### config.mk
export PLATFORM = sky130hd
export DESIGN_NAME = multicycle_control_flat
export DESIGN_NICKNAME = d
export VERILOG_FILES = /design/src/rtl/multicycle_control_if.sv /design/src/rtl/multicycle_control.sv /design/src/flat_wrapper.sv
export SDC_FILE = /design/constraint.sdc
export NUM_CORES = 1
export LEC_CHECK = 0
export CORE_MARGIN = 2
export CORE_UTILIZATION = 52
export DETAILED_ROUTE_END_ITERATION = 8
export HOLD_SLACK_MARGIN = 0.15
export PLACE_DENSITY = 0.95
export SYNTH_ARGS = -nofsm -noshare
export SYNTH_HDL_FRONTEND = slang
export SYNTH_SLANG_ARGS = --single-unit
export TNS_END_PERCENT = 10
### constraint.sdc
create_clock -name clk -period 5.1 [get_ports clk]
set_input_delay 0.51 -clock clk [delete_from_list [all_inputs] [get_ports clk]]
set_output_delay 0.51 -clock clk [all_outputs]
set_load 0.02 [all_outputs]
### src/rtl/multicycle_control_if.sv
// Control bus between the multicycle controller and its datapath.
// The controller drives every datapath control; the datapath supplies run and the IR fields.
interface multicycle_control_if;
  logic        run;
  logic [5:0]  opcode;
  logic [5:0]  funct;
  logic        PCWrite;
  logic        PCWriteCond;
  logic        IorD;
  logic        MemRead;
  logic        MemWrite;
  logic        IRWrite;
  logic        MemtoReg;
  logic        ALUSrcA;
  logic        RegWrite;
  logic        RegDst;
  logic [1:0]  PCSource;
  logic [3:0]  ALUOp;
  logic [1:0]  ALUSrcB;
  logic [3:0]  state;
  logic        illegal;
  logic [31:0] instr_count;

  modport master (
    input  run, opcode, funct,
    output PCWrite, PCWriteCond, IorD, MemRead, MemWrite, IRWrite, MemtoReg,
           ALUSrcA, RegWrite, RegDst, PCSource, ALUOp, ALUSrcB,
           state, illegal, instr_count
  );

  modport slave (
    output run, opcode, funct,
    input  PCWrite, PCWriteCond, IorD, MemRead, MemWrite, IRWrite, MemtoReg,
           ALUSrcA, RegWrite, RegDst, PCSource, ALUOp, ALUSrcB,
           state, illegal, instr_count
  );
endinterface

### src/rtl/multicycle_control.sv
// Moore FSM sequencing the multicycle datapath, with run gating, a sticky
// illegal-opcode flag and a retired-instruction counter.
module multicycle_control #(
  parameter logic [5:0] OP_RTYPE = 6'b000000,
  parameter logic [5:0] OP_LW    = 6'b100011,
  parameter logic [5:0] OP_SW    = 6'b101011,
  parameter logic [5:0] OP_BEQ   = 6'b000100,
  parameter logic [5:0] OP_J     = 6'b000010,
  parameter logic [5:0] OP_ADDI  = 6'b001000,
  parameter logic [3:0] ALU_ADD  = 4'b0010,
  parameter logic [3:0] ALU_SUB  = 4'b0110
) (
  input  logic                 clk,
  input  logic                 reset,
  multicycle_control_if.master bus
);

  typedef enum logic [3:0] {
    S_IDLE   = 4'd0,
    S_FETCH  = 4'd1,
    S_DECODE = 4'd2,
    S_MEMADR = 4'd3,
    S_MEMRD  = 4'd4,
    S_MEMWB  = 4'd5,
    S_MEMWR  = 4'd6,
    S_EXEC   = 4'd7,
    S_RWB    = 4'd8,
    S_IEXEC  = 4'd9,
    S_IWB    = 4'd10,
    S_BRANCH = 4'd11,
    S_JUMP   = 4'd12
  } state_t;

  typedef struct packed {
    logic       pc_write;
    logic       pc_write_cond;
    logic       ior_d;
    logic       mem_read;
    logic       mem_write;
    logic       ir_write;
    logic       mem_to_reg;
    logic       alu_src_a;
    logic       reg_write;
    logic       reg_dst;
    logic [1:0] pc_source;
    logic [3:0] alu_op;
    logic [1:0] alu_src_b;
  } ctrl_t;

  state_t      state_r;
  state_t      next_state_s;
  state_t      end_state_s;
  ctrl_t       ctrl_r;
  logic        illegal_r;
  logic        illegal_set_s;
  logic        retire_s;
  logic [31:0] instr_count_r;
  logic [3:0]  alu_op_s;

  // Control word for a state; EXEC's ALUOp comes from funct outside this table.
  function automatic ctrl_t decode_ctrl(input state_t st);
    ctrl_t c;
    c = '0;
    case (st)
      S_FETCH: begin
        c.mem_read  = 1'b1;
        c.ir_write  = 1'b1;
        c.pc_write  = 1'b1;
        c.alu_src_b = 2'b01;
        c.alu_op    = ALU_ADD;
      end
      S_DECODE: begin
        c.alu_src_b = 2'b11;
        c.alu_op    = ALU_ADD;
      end
      S_MEMADR, S_IEXEC: begin
        c.alu_src_a = 1'b1;
        c.alu_src_b = 2'b10;
        c.alu_op    = ALU_ADD;
      end
      S_MEMRD: begin
        c.mem_read = 1'b1;
        c.ior_d    = 1'b1;
      end
      S_MEMWB: begin
        c.reg_write  = 1'b1;
        c.mem_to_reg = 1'b1;
      end
      S_MEMWR: begin
        c.mem_write = 1'b1;
        c.ior_d     = 1'b1;
      end
      S_EXEC: begin
        c.alu_src_a = 1'b1;
      end
      S_RWB: begin
        c.reg_write = 1'b1;
        c.reg_dst   = 1'b1;
      end
      S_IWB: begin
        c.reg_write = 1'b1;
      end
      S_BRANCH: begin
        c.alu_src_a     = 1'b1;
        c.alu_op        = ALU_SUB;
        c.pc_write_cond = 1'b1;
        c.pc_source     = 2'b01;
      end
      S_JUMP: begin
        c.pc_write  = 1'b1;
        c.pc_source = 2'b10;
      end
      default: c = '0;
    endcase
    return c;
  endfunction

  // Where an instruction goes when it ends: straight into the next fetch or back to idle.
  always_comb begin
    end_state_s = S_IDLE;
    if (bus.run) begin
      end_state_s = S_FETCH;
    end else begin
      end_state_s = S_IDLE;
    end
  end

  // Next-state selection plus the retire and illegal-opcode events of this edge.
  always_comb begin
    next_state_s  = S_IDLE;
    illegal_set_s = 1'b0;
    retire_s      = 1'b0;
    case (state_r)
      S_IDLE: begin
        if (bus.run) begin
          next_state_s = S_FETCH;
        end else begin
          next_state_s = S_IDLE;
        end
      end
      S_FETCH: next_state_s = S_DECODE;
      S_DECODE: begin
        case (bus.opcode)
          OP_LW, OP_SW: next_state_s = S_MEMADR;
          OP_RTYPE:     next_state_s = S_EXEC;
          OP_ADDI:      next_state_s = S_IEXEC;
          OP_BEQ:       next_state_s = S_BRANCH;
          OP_J:         next_state_s = S_JUMP;
          default: begin
            next_state_s  = end_state_s;
            illegal_set_s = 1'b1;
          end
        endcase
      end
      S_MEMADR: begin
        if (bus.opcode == OP_LW) begin
          next_state_s = S_MEMRD;
        end else begin
          next_state_s = S_MEMWR;
        end
      end
      S_MEMRD: next_state_s = S_MEMWB;
      S_EXEC:  next_state_s = S_RWB;
      S_IEXEC: next_state_s = S_IWB;
      S_MEMWB, S_MEMWR, S_RWB, S_IWB, S_BRANCH, S_JUMP: begin
        next_state_s = end_state_s;
        retire_s     = 1'b1;
      end
      default: next_state_s = S_IDLE;
    endcase
  end

  // State register; the control word is registered alongside it from the same next state.
  always_ff @(posedge clk) begin
    if (!reset) begin
      state_r <= S_IDLE;
      ctrl_r  <= '0;
    end else begin
      state_r <= next_state_s;
      ctrl_r  <= decode_ctrl(next_state_s);
    end
  end

  // Sticky illegal flag: only reset clears it.
  always_ff @(posedge clk) begin
    if (!reset) begin
      illegal_r <= 1'b0;
    end else if (illegal_set_s) begin
      illegal_r <= 1'b1;
    end
  end

  // Retired-instruction counter, free-running wrap at 2^32.
  always_ff @(posedge clk) begin
    if (!reset) begin
      instr_count_r <= 32'd0;
    end else if (retire_s) begin
      instr_count_r <= instr_count_r + 32'd1;
    end
  end

  // EXEC hands funct straight to the ALU; every other state uses the registered code.
  always_comb begin
    alu_op_s = 4'd0;
    if (state_r == S_EXEC) begin
      alu_op_s = bus.funct[3:0];
    end else begin
      alu_op_s = ctrl_r.alu_op;
    end
  end

  assign bus.PCWrite     = ctrl_r.pc_write;
  assign bus.PCWriteCond = ctrl_r.pc_write_cond;
  assign bus.IorD        = ctrl_r.ior_d;
  assign bus.MemRead     = ctrl_r.mem_read;
  assign bus.MemWrite    = ctrl_r.mem_write;
  assign bus.IRWrite     = ctrl_r.ir_write;
  assign bus.MemtoReg    = ctrl_r.mem_to_reg;
  assign bus.ALUSrcA     = ctrl_r.alu_src_a;
  assign bus.RegWrite    = ctrl_r.reg_write;
  assign bus.RegDst      = ctrl_r.reg_dst;
  assign bus.PCSource    = ctrl_r.pc_source;
  assign bus.ALUSrcB     = ctrl_r.alu_src_b;
  assign bus.ALUOp       = alu_op_s;
  assign bus.state       = state_r;
  assign bus.illegal     = illegal_r;
  assign bus.instr_count = instr_count_r;

endmodule

### src/flat_wrapper.sv
// flat-port wrapper written by rule: the top's interface ports become plain ports
module multicycle_control_flat 
#(
  parameter logic [5:0] OP_RTYPE = 6'b000000,
  parameter logic [5:0] OP_LW    = 6'b100011,
  parameter logic [5:0] OP_SW    = 6'b101011,
  parameter logic [5:0] OP_BEQ   = 6'b000100,
  parameter logic [5:0] OP_J     = 6'b000010,
  parameter logic [5:0] OP_ADDI  = 6'b001000,
  parameter logic [3:0] ALU_ADD  = 4'b0010,
  parameter logic [3:0] ALU_SUB  = 4'b0110
)
  (clk, reset, bus_run, bus_opcode, bus_funct, bus_PCWrite, bus_PCWriteCond, bus_IorD, bus_MemRead, bus_MemWrite, bus_IRWrite, bus_MemtoReg, bus_ALUSrcA, bus_RegWrite, bus_RegDst, bus_PCSource, bus_ALUOp, bus_ALUSrcB, bus_state, bus_illegal, bus_instr_count);
  multicycle_control_if bus_i ();
  input  logic clk;
  input  logic reset;
  input wire logic [$bits(bus_i.run)-1:0] bus_run;
  input wire logic [$bits(bus_i.opcode)-1:0] bus_opcode;
  input wire logic [$bits(bus_i.funct)-1:0] bus_funct;
  output wire logic [$bits(bus_i.PCWrite)-1:0] bus_PCWrite;
  output wire logic [$bits(bus_i.PCWriteCond)-1:0] bus_PCWriteCond;
  output wire logic [$bits(bus_i.IorD)-1:0] bus_IorD;
  output wire logic [$bits(bus_i.MemRead)-1:0] bus_MemRead;
  output wire logic [$bits(bus_i.MemWrite)-1:0] bus_MemWrite;
  output wire logic [$bits(bus_i.IRWrite)-1:0] bus_IRWrite;
  output wire logic [$bits(bus_i.MemtoReg)-1:0] bus_MemtoReg;
  output wire logic [$bits(bus_i.ALUSrcA)-1:0] bus_ALUSrcA;
  output wire logic [$bits(bus_i.RegWrite)-1:0] bus_RegWrite;
  output wire logic [$bits(bus_i.RegDst)-1:0] bus_RegDst;
  output wire logic [$bits(bus_i.PCSource)-1:0] bus_PCSource;
  output wire logic [$bits(bus_i.ALUOp)-1:0] bus_ALUOp;
  output wire logic [$bits(bus_i.ALUSrcB)-1:0] bus_ALUSrcB;
  output wire logic [$bits(bus_i.state)-1:0] bus_state;
  output wire logic [$bits(bus_i.illegal)-1:0] bus_illegal;
  output wire logic [$bits(bus_i.instr_count)-1:0] bus_instr_count;
  assign bus_i.run = bus_run;
  assign bus_i.opcode = bus_opcode;
  assign bus_i.funct = bus_funct;
  assign bus_PCWrite = bus_i.PCWrite;
  assign bus_PCWriteCond = bus_i.PCWriteCond;
  assign bus_IorD = bus_i.IorD;
  assign bus_MemRead = bus_i.MemRead;
  assign bus_MemWrite = bus_i.MemWrite;
  assign bus_IRWrite = bus_i.IRWrite;
  assign bus_MemtoReg = bus_i.MemtoReg;
  assign bus_ALUSrcA = bus_i.ALUSrcA;
  assign bus_RegWrite = bus_i.RegWrite;
  assign bus_RegDst = bus_i.RegDst;
  assign bus_PCSource = bus_i.PCSource;
  assign bus_ALUOp = bus_i.ALUOp;
  assign bus_ALUSrcB = bus_i.ALUSrcB;
  assign bus_state = bus_i.state;
  assign bus_illegal = bus_i.illegal;
  assign bus_instr_count = bus_i.instr_count;
  multicycle_control #(.OP_RTYPE(OP_RTYPE), .OP_LW(OP_LW), .OP_SW(OP_SW), .OP_BEQ(OP_BEQ), .OP_J(OP_J), .OP_ADDI(OP_ADDI), .ALU_ADD(ALU_ADD), .ALU_SUB(ALU_SUB)) u_core (.clk(clk), .reset(reset), .bus(bus_i));
endmodule
======== Word-level counts from Yosys, hierarchy flattened ========
Cells that the tools add are included.
word-level totals
  bits in registers ....................... 55
  bits of input ports ..................... 15
  output and inout bits ................... 55
  word-level logic and storage cells ...... 80
operators by class
  multiplexer cells ....................... 21
  add/sub/neg operators ................... 1
  eq/ne operators ......................... 29
  reductions and logical operators ........ 13
operators by type and width
  cell                   count
  $eq 4x4->1 const B     10
  $add 32x1->32 const B  1
  $eq 4x3->1 const B     8
  $pmux 4 s7             1
  $pmux 4 s5             1
  $eq 4x2->1 const B     4
  $mux 1                 14
  $eq 6x6->1 const B     2
  $reduce_or 6->1        2
  $reduce_or 2->1        5
  $eq 4x1->1 const B     2
  $reduce_or 4->1        2
  $reduce_or 7->1        1
  $eq 6x2->1 const B     1
  $eq 6x3->1 const B     1
  $eq 6x4->1 const B     1
  $logic_not 6->1        1
  $pmux 2 s3             1
  $pmux 3 s2             1
  $logic_not 4->1        1
  $mux 4                 1
  $pmux 2 s2             1
  $reduce_or 3->1        1
  $mux 2                 1

======== Longest topological paths before layout ========
  depth after elaboration ................. 7
  mapped depth ............................ 8
  gate-level depth less buffers ........... 7

======== Least setup slack after synthesis ========
OpenSTA, ideal clock, no wires.
  kind .................................... register to register
  from .................................... reg u_core.state_r[1], in the netlist u_core.bus.state[1]
  to ...................................... reg u_core.instr_count_r[11], in the netlist u_core.bus.instr_count[11]
  stages on the path, launching flop included .. 9
  path slack .............................. 3.123 ns
  clock period less this slack ............ 1.977 ns
  buffers on the path ..................... 2
  setup time .............................. 0.115 ns
  data arrival time ....................... 1.862 ns
  data required time ...................... 4.985 ns
  cell sequence ........................... dfxtp_1 -> buf_2 -> mux2i_1 -> a22o_4 -> nand4_4 -> buf_2 -> nor3_1 -> xor2_1 -> and2_1
between the ends
  cells in the longest elaborated chain, start to end .. 3
  elaborated cells between the ends (all ways) .. 8
  classes of those cells .................. eq/ne: 6; mux: 1; reduce/logical: 1
RTL lines
  element                                   line                       text
  start, declared                           multicycle_control.sv:50   state_t state_r;
  start signal, assigned                    multicycle_control.sv:179  state_r <= next_state_s;
  $eq 4x3->1 or $eq 4x4->1 (tied branches)  multicycle_control.sv:133  case (state_r)
  $reduce_or 6->1 (*)                       multicycle_control.sv:133
  $mux 1 (*)                                multicycle_control.sv:133
  end signal, assigned                      multicycle_control.sv:198  instr_count_r <= instr_count_r + 32'd1;
  end, declared                             multicycle_control.sv:57   logic [31:0] instr_count_r;
Mark *: on every way between the ends. The rest lies on a longest branch, timed or not.
A chain may end at the register's enable or synchronous reset.

======== Worst setup path after layout ========
  from .................................... reg u_core.state_r[3], in the netlist u_core.bus.state[3]
  to ...................................... out bus_ALUOp[1]
between the ends
  cells in the longest elaborated chain, start to end .. 2
RTL lines
  element        line                       text
  $eq 4x3->1     multicycle_control.sv:205  if (state_r == S_EXEC) begin
  $mux 4         multicycle_control.sv:205
  end, declared  flat_wrapper.sv:31         output wire logic [$bits(bus_i.ALUOp)-1:0] bus_ALUOp;
Every way passes these cells.

==> flow_metrics.env <==
export IMPL_cts_clk_slew_worst_paths_ps=100
export IMPL_fp_dieArea_mm2=0.005724
export IMPL_total_switching_power_mw=0.1822
export IMPL_place_port_buffers=67
export IMPL_synth_distinct_cells=61
export IMPL_slew_headroom_pct=20.76
export IMPL_synth_seq_area_share_pct=38.99
export IMPL_post_place_ws_ps=2449
export IMPL_synth_fp_nets=294
export IMPL_count_of_cells_resized_by_post_cts_repair=0
export IMPL_setup_worst_path_start_class="flop"
export IMPL_clockRootBuffer="clkbuf_8"
export IMPL_tightestPinTransition_ps=1185
export IMPL_worstPathBufferInverterCount=1
export IMPL_ys_warnings_count=0
export IMPL_tritoncts="done"
export IMPL_drt_antenna_violating_nets=0
export IMPL_drive_gt1_share_pct=12.06
export IMPL_num_vias=2238
export IMPL_hold_path_class="reg2reg"
export IMPL_status="finished, final reports clean"
export IMPL_design_portCount=70
export IMPL_clock_power_share_pct=36.0
export IMPL_drtIter0Drc=121
export IMPL_antenna_diode_count=0
export IMPL_final_period_utilization_pct=52.52
export IMPL_grt_first_pass_wirelength_mm=9.363
export IMPL_placementRows=26
export IMPL_setup_total_negative_slack_ps=0
export IMPL_fmax_mhz=373.4
export IMPL_detailedPlacementHpwl_mm=4.254
export IMPL_avgViaCountPerCell=5.459
export IMPL_crit_chain="and2b_1 -> nand3_1 -> mux2_2 -> clkdlybuf4s50_1"
export IMPL_intPower_mw=0.5937
export IMPL_track_usage_pct=21.27
export IMPL_netlist_area_mm2=0.002670
export IMPL_cp_end_kind="primary output"
export IMPL_hold_bufs_inserted_after_cts=0
export IMPL_synth_seq_cells=52
export IMPL_reg2reg_slack_ps=2840
export IMPL_wl_per_cell_um=14.55
export IMPL_final_critical_path_setup_slack_ps=2422
export IMPL_finalSetupViolCount=0
export IMPL_syn_area_per_cell_um2=9.605
export IMPL_grt_antenna_before_repair=0
export IMPL_critPathRequiredTime_ps=4590
export IMPL_syn2layout_area_growth_pct=29.48
export IMPL_critPathMaxStageDelay_ps=540
export IMPL_clock_skew_ps=5.315
export IMPL_cell_with_the_biggest_individual_delay_on_the_critical_path="clkdlybuf4s50_1"
export IMPL_max_cap_violations=0
export IMPL_fp_coreArea_mm2=0.005042
export IMPL_first_global_vias=2028
export IMPL_cts_htree_levels=2
export IMPL_sw_frac_of_total_pct=23.48
export IMPL_crit_arrival_ps=2170
export IMPL_power_frac_comb_pct=10.0
export IMPL_timing_worst_setup_path_type="reg2out"
export IMPL_globalRouteOverflowTotal=0
export IMPL_pwr_share_seq_pct=54.0
export IMPL_slew_violations=0
export IMPL_power_per_cell_area_mw_per_mm2=224.4
export IMPL_cpLargestDelayFamily="buffers and inverters"
export IMPL_cts_made_buffers=5
export IMPL_rsz0062_at_grt="false"
export IMPL_grt_start_max_net_pins=40
export IMPL_clock_latency_ps=300
export IMPL_floorplan_initialDensity_pct=52.95
export IMPL_clock_tree_buffer_depth=2
export IMPL_post_cts_repair_setup_buffers=0
export IMPL_fin_crit_ps=2678
export IMPL_finalHoldViolCount=0
export IMPL_routabilityCongestion=0.7697
export IMPL_crit_fanout=8
export IMPL_nets=355
export IMPL_leakage_nw=1.372
export IMPL_drt_drc_violations_left=0
export IMPL_floorplan_die_width_um=75.66
export IMPL_die_h_um=75.66
export IMPL_ir_worst_vdd_mv=0.1378
export IMPL_dr_pass1_iters=5
export IMPL_drt_total_wl_mm=5.967
export IMPL_synthCells=278
export IMPL_cts_num_sinks=52
[kinds of logic (layout without fill, tap and decap cells)]
kind of cell / Yosys count / count (layout) / synth area share (%)
mux: 4 / 4 / 1.593
buf+inv: 27 / 89 / 5.061
fa+ha+maj: 2 / 2 / 0.8434
flops: 52 / 52 / 38.99
xor+xnor: 28 / 28 / 9.184
compound gates: 34 / 34 / 10.78
simple gates: 131 / 131 / 33.55
[stage by stage]
step | hold slack [ps] | area [µm²] | power [mW] | utilization [%] | instances
4_1_cts | 485.3 | 3457 | 0.7785 | 68.56 | 410
5_1_grt | 534.0 | 3457 | 0.8048 | 68.56 | 410
2_1_floorplan | 575.9 | 2670 | 0.4735 | - | 278
3_5_place_dp | 463.3 | 3346 | 0.5054 | 66.35 | 402
6_report | 477.0 | 3457 | 0.7759 | 68.56 | 410
3_3_place_gp | 449.5 | 3346 | 0.5017 | 66.35 | 402
[Yosys cell counts, drive strengths merged]
cell type | instances | area, µm²
a2111oi | 1 | 8.760
a211oi | 1 | 12.51
a21boi | 7 | 52.55
a21o | 1 | 7.510
a21oi | 3 | 15.01
a22o | 1 | 17.52
a2bb2oi | 1 | 8.760
a31oi | 2 | 12.51
a41o | 1 | 10.01
and2 | 31 | 193.9
and2b | 1 | 7.510
and3 | 2 | 12.51
and3b | 1 | 8.760
and4 | 3 | 26.28
and4b | 2 | 20.02
buf | 9 | 67.56
clkbuf | 4 | 15.01
dfxtp | 52 | 1041
ha | 1 | 12.51
inv | 14 | 52.55
maj3 | 1 | 10.01
mux2 | 2 | 22.52
mux2i | 2 | 20.02
nand2 | 16 | 62.56
nand2b | 4 | 42.55
nand3 | 11 | 72.57
nand4 | 8 | 86.33
nor2 | 15 | 56.30
nor2b | 4 | 25.02
nor3 | 14 | 115.1
nor3b | 3 | 27.52
nor4 | 9 | 83.83
nor4bb | 1 | 10.01
o21a | 1 | 7.510
o21ai | 9 | 48.79
o22ai | 2 | 12.51
o31a | 1 | 8.760
o32ai | 1 | 16.27
o41a | 1 | 21.27
o41ai | 1 | 27.53
or3 | 5 | 31.28
or4b | 1 | 13.76
xnor2 | 10 | 87.58
xor2 | 18 | 157.7
[metal layers]
layer,global-route usage [%],vias up,routed length (µm)
met5,0,-,0
met2,38.07,84,3036
met1,25.50,1064,2485
li1,-,1079,-
met3,3.704,11,360
met4,7.797,0,84
[layout make-up]
type,count,area [µm²]
sequential,52,1041
tap,70,87.58
clock inverter,3,42.54
clock buffer,5,68.82
multi-input combinational,199,1494
inverter,14,52.55
timing repair buffer,67,670.6
fill,408,1585
[sequential cells by signal, summed over array words and instances, names as in the netlist]
| name | count |
|---|---|
| u_core.bus.MemRead | 1 |
| u_core.bus.state | 4 |
| u_core.bus.ALUSrcA | 1 |
| u_core.bus.MemtoReg | 1 |
| u_core.bus.IRWrite | 1 |
| u_core.ctrl_r | 2 |
| u_core.bus.RegWrite | 1 |
| u_core.bus.MemWrite | 1 |
| u_core.bus.RegDst | 1 |
| u_core.bus.illegal | 1 |
| u_core.bus.IorD | 1 |
| u_core.bus.PCWrite | 1 |
| u_core.bus.PCSource | 2 |
| u_core.bus.instr_count | 32 |
| u_core.bus.ALUSrcB | 2 |
[worst paths after layout]
kind / end / from / cells after the start
setup / recovery: bus_ALUOp[1] / u_core.bus.state[3] / 4
hold / removal: u_core.bus.illegal / u_core.bus.illegal / 1
setup reg to reg: u_core.bus.instr_count[31] / u_core.bus.state[1] / 6
hold reg to reg: u_core.bus.illegal / u_core.bus.illegal / 1
[cell usage in the layout, fill, tap and decap left out, types with 6 or more instances in the layout]
cell | Yosys | layout
and2_1 | 31 | 31
clkdlybuf4s50_1 | 0 | 67
dfxtp_1 | 52 | 52
inv_1 | 12 | 12
nand2_1 | 15 | 15
nand3_1 | 9 | 9
nor2_1 | 15 | 15
nor3_2 | 9 | 9
nor4_1 | 6 | 6
o21ai_0 | 7 | 7
xnor2_1 | 10 | 10
xor2_1 | 18 | 18
[power by group through the flow]
stage / clock network [mW] / registers, mW / logic [mW]
after floorplan: 0 / 0.431 / 0.0422
after global placement: 0 / 0.427 / 0.0742
after detailed placement: 0 / 0.428 / 0.0774
after CTS: 0.282 / 0.419 / 0.0777
after global routing: 0.302 / 0.420 / 0.0836
final: 0.280 / 0.419 / 0.0776
Power figures use the tool's default switching activity.
